[src/rtl/hdmi_video_ctrl.sv]
// HDMI video timing controller: pixel strobe divider, raster generator and upstream pixel scheduler.
// Optional colour-bar generator is compiled in with `define HDMI_CTRL_TESTPATTERN_EN.
module hdmi_video_ctrl #(
  parameter int DIV       = 10,
  parameter int H_ACTIVE  = 640,
  parameter int H_FP      = 16,
  parameter int H_SYNC    = 96,
  parameter int H_BP      = 48,
  parameter int V_ACTIVE  = 480,
  parameter int V_FP      = 10,
  parameter int V_SYNC    = 2,
  parameter int V_BP      = 33,
  parameter int HSYNC_POL = 0,
  parameter int VSYNC_POL = 0
) (
  input  logic        pi_clk,
  input  logic        pi_rst,
  input  logic        pi_enable,
  input  logic        pi_pix_valid,
  input  logic        pi_pix_sof,
  input  logic [23:0] pi_pix_data,
  output logic        po_pix_ready,
  input  logic        pi_test_mode,
  output logic        po_pix_stb,
  output logic        po_de,
  output logic        po_hsync,
  output logic        po_vsync,
  output logic [7:0]  po_red,
  output logic [7:0]  po_green,
  output logic [7:0]  po_blue,
  output logic [10:0] po_hcount,
  output logic [9:0]  po_vcount,
  output logic        po_frame_start,
  output logic        po_underflow
);

  localparam int HT = H_ACTIVE + H_FP + H_SYNC + H_BP;
  localparam int VT = V_ACTIVE + V_FP + V_SYNC + V_BP;
  localparam int DW = $clog2(DIV);

  localparam logic [DW-1:0] DIV_LAST = DW'(DIV - 1);
  localparam logic [10:0]   H_ACT    = 11'(H_ACTIVE);
  localparam logic [10:0]   HS_BEG   = 11'(H_ACTIVE + H_FP);
  localparam logic [10:0]   HS_END   = 11'(H_ACTIVE + H_FP + H_SYNC);
  localparam logic [10:0]   H_LAST   = 11'(HT - 1);
  localparam logic [9:0]    V_ACT    = 10'(V_ACTIVE);
  localparam logic [9:0]    VS_BEG   = 10'(V_ACTIVE + V_FP);
  localparam logic [9:0]    VS_END   = 10'(V_ACTIVE + V_FP + V_SYNC);
  localparam logic [9:0]    V_LAST   = 10'(VT - 1);
  localparam logic          HS_ON    = (HSYNC_POL != 0);
  localparam logic          VS_ON    = (VSYNC_POL != 0);

  typedef enum logic [1:0] {
    S_IDLE  = 2'd0,
    S_ALIGN = 2'd1,
    S_RUN   = 2'd2
  } state_t;

  state_t         state;
  logic [DW-1:0]  div;
  logic [10:0]    h;
  logic [9:0]     v;
  logic           misalign;
  logic [23:0]    rgb;

  logic           stb;
  logic           wrap;
  logic           at_origin;
  logic           de_next;
  logic           hs_act;
  logic           vs_act;
  logic           sof_held;
  logic           run;
  logic           take;
  logic           starve;
  logic           bad_pix;
  logic           test_on;
  logic [23:0]    bar_rgb;
  logic [23:0]    pix_next;

  assign stb        = (div == DIV_LAST);
  assign po_pix_stb = stb;
  assign wrap       = (h == H_LAST) && (v == V_LAST);
  assign at_origin  = (h == '0) && (v == '0);
  assign de_next    = (h < H_ACT) && (v < V_ACT);
  assign hs_act     = (h >= HS_BEG) && (h < HS_END);
  assign vs_act     = (v >= VS_BEG) && (v < VS_END);
  assign sof_held   = pi_pix_valid && pi_pix_sof;
  assign run        = (state == S_RUN);

`ifdef HDMI_CTRL_TESTPATTERN_EN
  localparam int          BAR_W   = (H_ACTIVE / 8 > 0) ? H_ACTIVE / 8 : 1;
  localparam logic [10:0] BAR_W11 = 11'(BAR_W);

  logic [10:0] bar_idx;

  assign test_on = pi_test_mode;

  always_comb begin
    bar_rgb = 24'h000000;
    bar_idx = h / BAR_W11;
    case (bar_idx)
      11'd0:   bar_rgb = 24'hFFFFFF;
      11'd1:   bar_rgb = 24'hFFFF00;
      11'd2:   bar_rgb = 24'h00FFFF;
      11'd3:   bar_rgb = 24'h00FF00;
      11'd4:   bar_rgb = 24'hFF00FF;
      11'd5:   bar_rgb = 24'hFF0000;
      11'd6:   bar_rgb = 24'h0000FF;
      default: bar_rgb = 24'h000000;
    endcase
  end
`else
  logic unused_test_mode;

  assign unused_test_mode = pi_test_mode;
  assign test_on          = 1'b0;
  assign bar_rgb          = 24'h000000;
`endif

  // ALIGN drains the source until it offers an SOF pixel, then parks on it.
  always_comb begin
    po_pix_ready = 1'b0;
    case (state)
      S_ALIGN: po_pix_ready = !sof_held;
      S_RUN:   po_pix_ready = stb && de_next;
      default: po_pix_ready = 1'b0;
    endcase
    if (test_on) po_pix_ready = 1'b0;
  end

  assign take    = pi_pix_valid && po_pix_ready;
  assign starve  = run && de_next && !pi_pix_valid && !test_on;
  assign bad_pix = starve || (run && take && pi_pix_sof && !at_origin);

  always_comb begin
    pix_next = 24'h000000;
    if (run && de_next) begin
      if (test_on)           pix_next = bar_rgb;
      else if (pi_pix_valid) pix_next = pi_pix_data;
    end
  end

  always_ff @(posedge pi_clk) begin
    if (pi_rst) begin
      state          <= S_IDLE;
      div            <= '0;
      h              <= '0;
      v              <= '0;
      misalign       <= 1'b0;
      rgb            <= '0;
      po_de          <= 1'b0;
      po_hsync       <= !HS_ON;
      po_vsync       <= !VS_ON;
      po_hcount      <= '0;
      po_vcount      <= '0;
      po_frame_start <= 1'b0;
      po_underflow   <= 1'b0;
    end else begin
      div <= stb ? '0 : div + 1'b1;
      if (stb) begin
        if (state == S_IDLE) begin
          h              <= '0;
          v              <= '0;
          misalign       <= 1'b0;
          rgb            <= '0;
          po_de          <= 1'b0;
          po_hsync       <= !HS_ON;
          po_vsync       <= !VS_ON;
          po_hcount      <= '0;
          po_vcount      <= '0;
          po_frame_start <= 1'b0;
          if (pi_enable) state <= S_ALIGN;
        end else begin
          if (h == H_LAST) begin
            h <= '0;
            v <= (v == V_LAST) ? '0 : v + 1'b1;
          end else begin
            h <= h + 1'b1;
          end
          po_hcount      <= h;
          po_vcount      <= v;
          po_de          <= de_next;
          po_hsync       <= hs_act ? HS_ON : !HS_ON;
          po_vsync       <= vs_act ? VS_ON : !VS_ON;
          po_frame_start <= at_origin;
          rgb            <= pix_next;
          if (starve) po_underflow <= 1'b1;
          // Frame boundary: disable beats realignment, which beats staying put.
          if (wrap) begin
            misalign <= 1'b0;
            if (!pi_enable) begin
              state <= S_IDLE;
            end else if (state == S_ALIGN) begin
              if (sof_held || test_on) state <= S_RUN;
            end else if (misalign) begin
              state <= S_ALIGN;
            end
          end else if (bad_pix) begin
            misalign <= 1'b1;
          end
        end
      end
    end
  end

  assign po_red   = rgb[23:16];
  assign po_green = rgb[15:8];
  assign po_blue  = rgb[7:0];

endmodule

[config.mk]
export PLATFORM = sky130hd
export DESIGN_NAME = hdmi_video_ctrl
export DESIGN_NICKNAME = d
export VERILOG_FILES = /design/src/rtl/hdmi_video_ctrl.sv
export SDC_FILE = /design/constraint.sdc
export NUM_CORES = 1
export LEC_CHECK = 0
export CAP_MARGIN = 15
export CORE_UTILIZATION = 50
export DETAILED_ROUTE_END_ITERATION = 7
export DONT_BUFFER_PORTS = 1
export GPL_ROUTABILITY_DRIVEN = 0
export PLACE_DENSITY_LB_ADDON = 0.05
export SLEW_MARGIN = 30
export SYNTH_ARGS = -nofsm -noshare
export SYNTH_HDL_FRONTEND = slang
export SYNTH_SLANG_ARGS = --single-unit
[constraint.sdc]
create_clock -name pi_clk -period 1.8 [get_ports pi_clk]
set_clock_uncertainty 0.1 [all_clocks]
set_input_delay 0.54 -clock pi_clk [delete_from_list [all_inputs] [get_ports pi_clk]]
set_output_delay 0.54 -clock pi_clk [all_outputs]
set_load 0.05 [all_outputs]
* Word level (Yosys, flattened, before mapping)
Index checks and enable logic that the tools add are counted.
** Word-level totals
- Register bits :: 78
- Bits in latches :: 0
- Bits in writable memories :: 0
- Memory bits (read-only) :: 0
- Input bits :: 30
- Output and inout port bits :: 52
- Word-level logic and storage cells :: 86
- Memories :: 0
** Operators by class
- $add $sub $neg :: 3
- Multipliers :: 0
- Div/mod/pow operators :: 0
- Magnitude comparators :: 6
- Equality and inequality tests :: 8
- Shift-type cells :: 0
- Multiplexer cells :: 27
- Bitwise gates (word level) :: 1
- Reductions and logical operators :: 28
** Operators with widths (count)
- 24-bit 2-to-1 mux :: 3
- 10-bit 2-to-1 mux :: 4
- 11-bit 2-to-1 mux :: 3
- 11-bit by 10-bit less-than comparator with 1-bit output, second input constant :: 2
- 10-bit by 9-bit less-than comparator with 1-bit output, second input constant :: 2
- 2-bit 2-to-1 mux :: 7
- 1-bit logical AND :: 13
- 11-bit by 1-bit adder with 11-bit output, second input constant :: 1
- 11-bit by 10-bit == test with 1-bit output, second input constant :: 1
- 11-bit by 10-bit >= comparator with 1-bit output, second input constant :: 1
- 11-bit logical NOT :: 1
- 10-bit by 1-bit adder with 10-bit output, second input constant :: 1
- 10-bit == test, second input constant :: 1
- 10-bit by 9-bit >= comparator with 1-bit output, second input constant :: 1
- 10-bit logical NOT :: 1
- 1-bit 2-to-1 mux :: 9
- 5-bit AND reduction :: 1
- 4-bit by 1-bit adder with 4-bit output, second input constant :: 1
- 4-bit == test, second input constant :: 1
- 4-bit by 1-bit inequality test with 1-bit output, second input constant :: 1
- 4-bit inequality test, second input constant :: 1
- 2-bit AND reduction :: 2
- 2-bit nonzero test :: 2
- 1-bit logical NOT :: 3
- other kinds (10) :: 10

* Depth between registers and ports, before layout
Gate-level depths: netlist of run 1.
- Word-level depth :: 12
- Depth in mapped cells :: 9
- Depth with buffers taken out :: 8

* Least setup slack after synthesis of run 1
Ideal clock, no wire load.
- Path kind :: reg2out
- Start :: register div[0]
- End :: output port po_pix_ready
- Arrival time :: 2245 ps
- Path slack :: -1085 ps
- Cell stages (with the launch flop) :: 6
- Cells stage by stage :: dfxtp_1 ha_1 nand3b_4 clkinv_1 nand3_1 a21boi_0
** On the way
- Cells in the longest elaborated chain, start to end :: 3
** RTL lines
- from (decl) :: RTL line 60 : logic [DW-1:0] div;
- from (signal assigned) :: RTL line 160 : div <= stb ? '0 : div + 1'b1;
- 4-bit == test :: RTL line 81 : assign stb = (div == DIV_LAST);
- named net po_pix_stb :: RTL line 24 : output logic po_pix_stb,
- 1-bit logical AND :: RTL line 126 : S_RUN: po_pix_ready = stb && de_next;
- 1-bit one-hot mux with 2 select lines :: RTL line 124 : case (state)
- to (decl) :: RTL line 22 : output logic po_pix_ready,
The timed path passes the listed nets, and every way through them passes these cells.

* Worst setup path after layout of run 1
- Start :: register v[8]
- End :: output port po_pix_ready
** On the way
- Cells in the longest elaborated chain, start to end :: 4
** RTL lines
- from (decl) :: RTL line 62 : logic [9:0] v;
- from (signal assigned) :: RTL line 177 : v <= (v == V_LAST) ? '0 : v + 1'b1;
- 10-bit by 9-bit less-than comparator with 1-bit output :: RTL line 85 : assign de_next = (h < H_ACT) && (v < V_ACT);
- 1-bit logical AND :: RTL line 85
- 1-bit logical AND :: RTL line 126
- 1-bit one-hot mux with 2 select lines :: RTL line 124
No other way between the ends.

==> results of run 1 <==
cells in the final DEF, fill, tap and decap left out, types with 3 or more instances in the layout:
| cell | n |
|---|---|
| a21oi_1 | 6 |
| a22o_1 | 43 |
| and3_1 | 4 |
| and3_4 | 6 |
| buf_12 | 4 |
| buf_4 | 37 |
| buf_6 | 9 |
| clkbuf_8 | 10 |
| dfxtp_1 | 71 |
| dfxtp_2 | 7 |
| ha_1 | 8 |
| inv_1 | 4 |
| inv_2 | 3 |
| nand2_1 | 16 |
| nand3_1 | 13 |
| nor2_1 | 27 |
| nor3_1 | 7 |
| nor3_4 | 3 |
| xnor2_1 | 13 |
| xor2_1 | 6 |
timing repair:
item                                    CTS  global route
cloned                                    1             2
pin swaps                                 6            17
buffers inserted                          3             6
endpoints found under the setup margin   34            49
resized for setup                        24            33
flip-flops by register name (all words and copies together), names as in the netlist:
register,cells
po_hsync,1
po_vcount,10
misalign,1
div,4
po_hcount,11
h,11
v,10
rgb,24
po_underflow,1
po_de,1
po_frame_start,1
state,2
po_vsync,1
where the power goes:
| part | leakage, nW | switching [W] | internal (W) |
|---|---|---|---|
| combinational | 0.907 | 0.0000469 | 0.0000358 |
| sequential | 0.632 | 0.00000476 | 0.00173 |
| clock | 0.0948 | 0.000636 | 0.000673 |
| total | 1.63 | 0.000687 | 0.00244 |
per-layer routing:
layer  up-vias  GRT usage  wire, µm  share of wire
li1       1223          -         -              -
met1      1201     0.3212      3664           0.48
met2        62     0.3450      3387           0.45
met3         9    0.07667       372          0.049
met4         0    0.08246       137          0.018
met5         -          0         0              0
per-stage QoR:
step           worst slack (ns)  hold slack, ns
3_3_place_gp           -0.09355          0.3614
5_1_grt                 -0.5993          0.1239
6_report                -0.4908          0.1461
2_1_floorplan           -0.1064          0.3117
4_1_cts                 -0.4942          0.1336
3_5_place_dp            -0.1099          0.3698
cells in the mapped netlist (2+ instances only):
master	count
a21oi_1	8
a22o_1	43
a31oi_1	2
and3_1	6
and4_1	2
and4b_1	2
buf_2	5
buf_6	3
buf_8	2
clkbuf_1	6
clkinv_1	2
dfxtp_1	78
ha_1	10
inv_1	7
nand2_1	17
nand3_1	14
nand3b_1	2
nor2_1	29
nor3_1	8
nor3_2	4
nor3b_2	2
nor4b_2	2
o21ai_0	3
o21ai_2	2
o311ai_0	2
or3_1	2
xnor2_1	13
xor2_1	6
final cells by class:
type | instances | area (µm²) | area share
tap | 75 | 93.84 | 0.02301
clock buffer | 10 | 137.6 | 0.03374
multi-input combinational | 206 | 1683 | 0.4126
inverter | 9 | 46.29 | 0.01135
timing repair buffer | 52 | 489.2 | 0.1199
clock inverter | 5 | 58.81 | 0.01442
sequential | 78 | 1570 | 0.3850
path summary, 6_finish.rpt:
check        startpoint  depth (start not counted)      endpoint
min reg2reg    misalign                          1      misalign
max reg2reg        v[7]                          6      state[1]
min              pi_rst                          1          h[4]
max                v[8]                          5  po_pix_ready
kinds of logic after synthesis:
| family | count (synthesis) | share of synthesized area |
|---|---|---|
| compound gates | 71 | 0.1785 |
| xor+xnor | 19 | 0.05240 |
| fa+ha+maj | 10 | 0.03940 |
| buf+inv | 25 | 0.04571 |
| flops | 78 | 0.4917 |
| simple gates | 103 | 0.1923 |
==> metrics.md, run 1 <==
| Metric | Value |
|---|---|
| Mapped Nets | `346` |
| Final Non-Filler Cells | `435` |
| Final HPWL DP | `4946 µm` |
| CTS tree | `built` |
| Die extent in x | `81.70 µm` |
| Core Util, Final | `0.6769` |
| IO Port Bufs | `0` |
| Synthesized area | `3176 µm²` |
| Final worst setup slack | `-0.4908 ns` |
| RSZ-0062 raised after global routing | `true` |
| Clock buffer depth | `2` |
| Most area-consuming cells after synthesis | `dfxtp_1, a22o_1, ha_1` |
| Sequential share of the synthesized area | `0.4917` |
| Failing checks | `setup timing` |
| Final period util | `1.273` |
| Share of the synthesized area in the top cell type | `0.4917` |
| Wirelength per Cell | `17.38 µm` |
| Fillers | `462` |
| Number of hold buffers added after CTS | `0` |
| Num CTS Buffers | `9` |
| H-tree levels | `3` |
| Max_slew headroom | `0.6334` |
| Final setup viols | `2` |
| First-pass GRT wire length | `~12000 µm` |
| Slew at the pin with the worst max-slew slack | `0.5492 ns` |
| Share of cells above drive strength 1 | `0.3278` |
| Average size of a mapped cell | `10.38 µm²` |
| Detailed-route via count | `about 2.5k` |
| Critical Path Max Stage Delay | `0.32 ns` |
| Worst path slowest cell | `dfxtp_2` |
| Worst Hold Class | `primary input to register` |
| Number of max-cap violations | `0` |
| Syn. warnings | `0` |
| Main flop type after synthesis | `dfxtp_1` |
| CTS sink cnt | `78` |
| EDFF count, synth | `0` |
| CP Cell Sequence | `and4_4 > nor4b_4 > nand3_2 > a21boi_4 > buf_12` |
| Syn Inst Count | `slightly above 300` |
| Vias in the first global route | `2308` |
| Setup TNS | `-0.6376 ns` |
| Initial antenna violation count | `0` |
| CP Capture Type | `output port` |
| Area delta synth->final | `28.45%` |
| Synth area leader | `dfxtp_1` |
| Leakage | `1.633 nW` |
| Netlist cell types | `52` |
| Cell family with most CP delay | `simple AND/OR/NAND/NOR gates` |
| Power per cell area | `766.4 nW/µm²` |
| Post-DP Area | `3565 µm²` |
| Core Rows | `28` |
| Clock Latency Late Sink | `between 0.3 and 0.4 ns` |
| Asr flop ratio synth | `0` |
| Hold Fails Final Rpt | `0` |
| Critical path type | `register to output port` |
| Slew Viols, Final | `0` |
| CTS root buf | `clkbuf_8` |
| Post-Place Cells | `about 410` |
| Residual DRC | `0` |
| Fmax | `436.5 MHz` |
| Outcome | `finished, violations left` |
| Setup slack, reg-to-reg | `0 ns` |
| WP buf/inv | `1` |
| Routed Antenna Nets | `0` |
| Initial core utilization | `0.5270` |
| CP startpoint kind | `register` |
| Num ports | `82` |
| Clock transition at the registers of the reported paths | `about 0.08 ns` |
| Max IR drop VDD | `0.0006833 V` |
| Fin crit period | `2.291 ns` |
| Final Instance Area | `4079 µm²` |
| CP Data Required Time | `1.16 ns` |
| GRT overflow | `0` |
| GRT Total Usage | `0.2351` |
| CP max FO | `3` |
| First drt pass iteration count | `4` |
| Tot Pwr | `around 0.0031 W` |
| Routed vias/inst | `5.736` |
| Pin count of the biggest net entering global routing | `30` |
| Worst Path Arrival | `1.65 ns` |
| WL final | `7561 µm` |
| Yosys reg bits | `78` |
| CORE AREA | `about 6000 µm²` |
| Full die area | `6674 µm²` |
| Ant. Diodes | `0` |
| Drt initial violations | `131` |
| Nets | `396` |
| Chip height | `around 82 µm` |
(Power assumes the default switching activity.)
==> run 2, diff against run 1 <==
- CORE_MARGIN: unset -> 2
- CORE_UTILIZATION: 50 -> 37
==> metrics.md, run 2 (synthesis results as in run 1) <==
| Metric | Value |
|---|---|
| Outcome | `finished, violations left` |
| Failing checks | `setup timing` |
| Max_slew headroom | `0.6384` |
| Commonest non-fill, non-tap cells in the layout | `dfxtp_1, buf_4, a22o_1` |
| First element of the critical path | `v[8]` |
| Full die area | `9339 µm²` |
| Worst Path Arrival | `1.61 ns` |
| Wirelength per Cell | `18.41 µm` |
| Worst Hold Class | `primary input to register` |
| Routed vias/inst | `5.344` |
| Drt initial violations | `114` |
| Detailed-route via count | `2624` |
| Pin count of the biggest net entering global routing | `28` |
| Number of max-cap violations | `0` |
| RSZ-0062 raised after global routing | `true` |
| Area delta synth->final | `45.43%` |
| WL final | `9041 µm` |
| Core Util, Final | `0.5592` |
| IO Port Bufs | `0` |
| Final setup viols | `69` |
| Critical Path End | `po_pix_ready` |
| Final period util | `1.252` |
| Final HPWL DP | `between 5000 and 6000 µm` |
| Routed Antenna Nets | `0` |
| Core Rows | `33` |
| Clock transition at the registers of the reported paths | `approximately 0.080 ns` |
| Reg-to-Reg Start | `div[1]` |
| Num ports | `82` |
| Share of cells above drive strength 1 | `0.4041` |
| Fillers | `753` |
| Worst path slowest cell | `dfxtp_1` |
| Residual DRC | `0` |
| Slew Viols, Final | `0` |
| Register area | `1569 µm²` |
| Slew at the pin with the worst max-slew slack | `0.5417 ns` |
| Fmax | `443.7 MHz` |
| Leakage | `roughly 1.8 nW` |
| Worst hold margin | `0.1413 ns` |
| CTS root buf | `clkbuf_8` |
| Initial antenna violation count | `0` |
| Initial core utilization | `0.3845` |
| Clock Latency Late Sink | `roughly 0.36 ns` |
| CP Cell Sequence | `and4_4 > nor4b_4 > nand3_2 > a21boi_4 > buf_12` |
| Commonest non-fill, non-tap cell in the layout | `dfxtp_1` |
| CORE AREA | `8258 µm²` |
| Max IR drop VDD | `0.0003949 V` |
| CP Capture Type | `output port` |
| Chip height | `96.64 µm` |
| Hold Fails Final Rpt | `0` |
| Largest register FFs | `24` |
| CP max FO | `3` |
| CTS sink cnt | `78` |
| GRT Total Usage | `0.1868` |
| Area of the multi-input gates | `roughly 1800 µm²` |
| Capturing point of the worst reg2reg path | `rgb[16]` |
| Critical path type | `register to output port` |
| CTS tree | `built` |
| Biggest regs | `rgb: 24 flops, h: 11 flops, po_hcount: 11 flops` |
| Nets | `roughly 420` |
| CP Data Required Time | `1.16 ns` |
| GRT overflow | `0` |
| Ant. Diodes | `0` |
| First drt pass iteration count | `4` |
| Vias in the first global route | `2532` |
| Biggest register | `rgb` |
| CP startpoint kind | `register` |
| Fin crit period | `roughly 2.3 ns` |
| Power per cell area | `750.3 nW/µm²` |
| Num CTS Buffers | `9` |
| H-tree levels | `3` |
| Critical Path Max Stage Delay | `0.32 ns` |
| Setup slack, reg-to-reg | `-0.26 ns` |
| First-pass GRT wire length | `13890 µm` |
| R2R depth | `11` |
| Final worst setup slack | `-0.4535 ns` |
| Die extent in x | `96.64 µm` |
| Clock buffer depth | `2` |
[run 2: how the worst min path moves through the flow]
stage,end,slack (ns),cells past startpoint,start
final,h[4],0.14,1,pi_rst
after global routing,po_underflow,0.13,1,pi_pix_valid
after CTS,po_hcount[0],0.12,1,pi_rst
after detailed placement,misalign,0.38,1,misalign
after global placement,misalign,0.37,1,misalign
after floorplan,div[0],0.31,1,div[0]
[run 2: cell type report]
| cell class | count | share of cell area |
|---|---|---|
| clock buffers | 11 | 0.03062 |
| clock inverters | 5 | 0.02303 |
| multi-input cells | 206 | 0.3945 |
| inverters | 9 | 0.01002 |
| well taps | 105 | 0.02845 |
| repair buffers | 77 | 0.1737 |
| flip-flops and latches | 78 | 0.3397 |
[run 2: metrics by stage]
stage	worst slack [ns]	total power, W	instance area, µm²	instances	setup TNS (ns)
floorplan	-0.1064	0.001818	3218	306	-0.1064
global placement	-0.1398	0.001854	3710	449	-0.3821
detailed placement	-0.1503	0.001855	3710	449	-1.304
CTS	-0.4768	0.003500	4344	483	-11.32
global route	-0.5185	0.003574	4618	491	-18.93
finish	-0.4535	0.003465	4618	491	-12.38
[run 2: where the power goes]
group	switching, W	total, W	leakage (nW)	internal, W
clock network	0.000673	0.00164	0.120	0.000962
registers	0.00000429	0.00173	0.630	0.00173
logic	0.0000523	0.0000973	1.10	0.0000450
[run 2: critical path: cells and delay by family (launching register included)]
family,cells,cell delay [ns]
compound gates,1,0.19
simple gates,3,0.60
buf+inv,1,0.15
flops,1,0.32
[run 2: metal layers]
| layer | GRT usage | share of wire | vias up |
|---|---|---|---|
| li1 | - | - | 1268 |
| met2 | 0.2927 | 0.48 | 49 |
| met1 | 0.2542 | 0.47 | 1296 |
| met3 | 0.04118 | 0.033 | 11 |
| met4 | 0.06609 | 0.013 | 0 |
| met5 | 0 | 0 | - |
[run 2: repair_timing]
| action | CTS | global route |
|---|---|---|
| endpoints found under the setup margin | 36 | 71 |
| hold buffers | 0 | 0 |
| setup buffers | 14 | 12 |
| pin swaps | 22 | 36 |
| resized for setup | 49 | 52 |
| gates cloned | 4 | 2 |
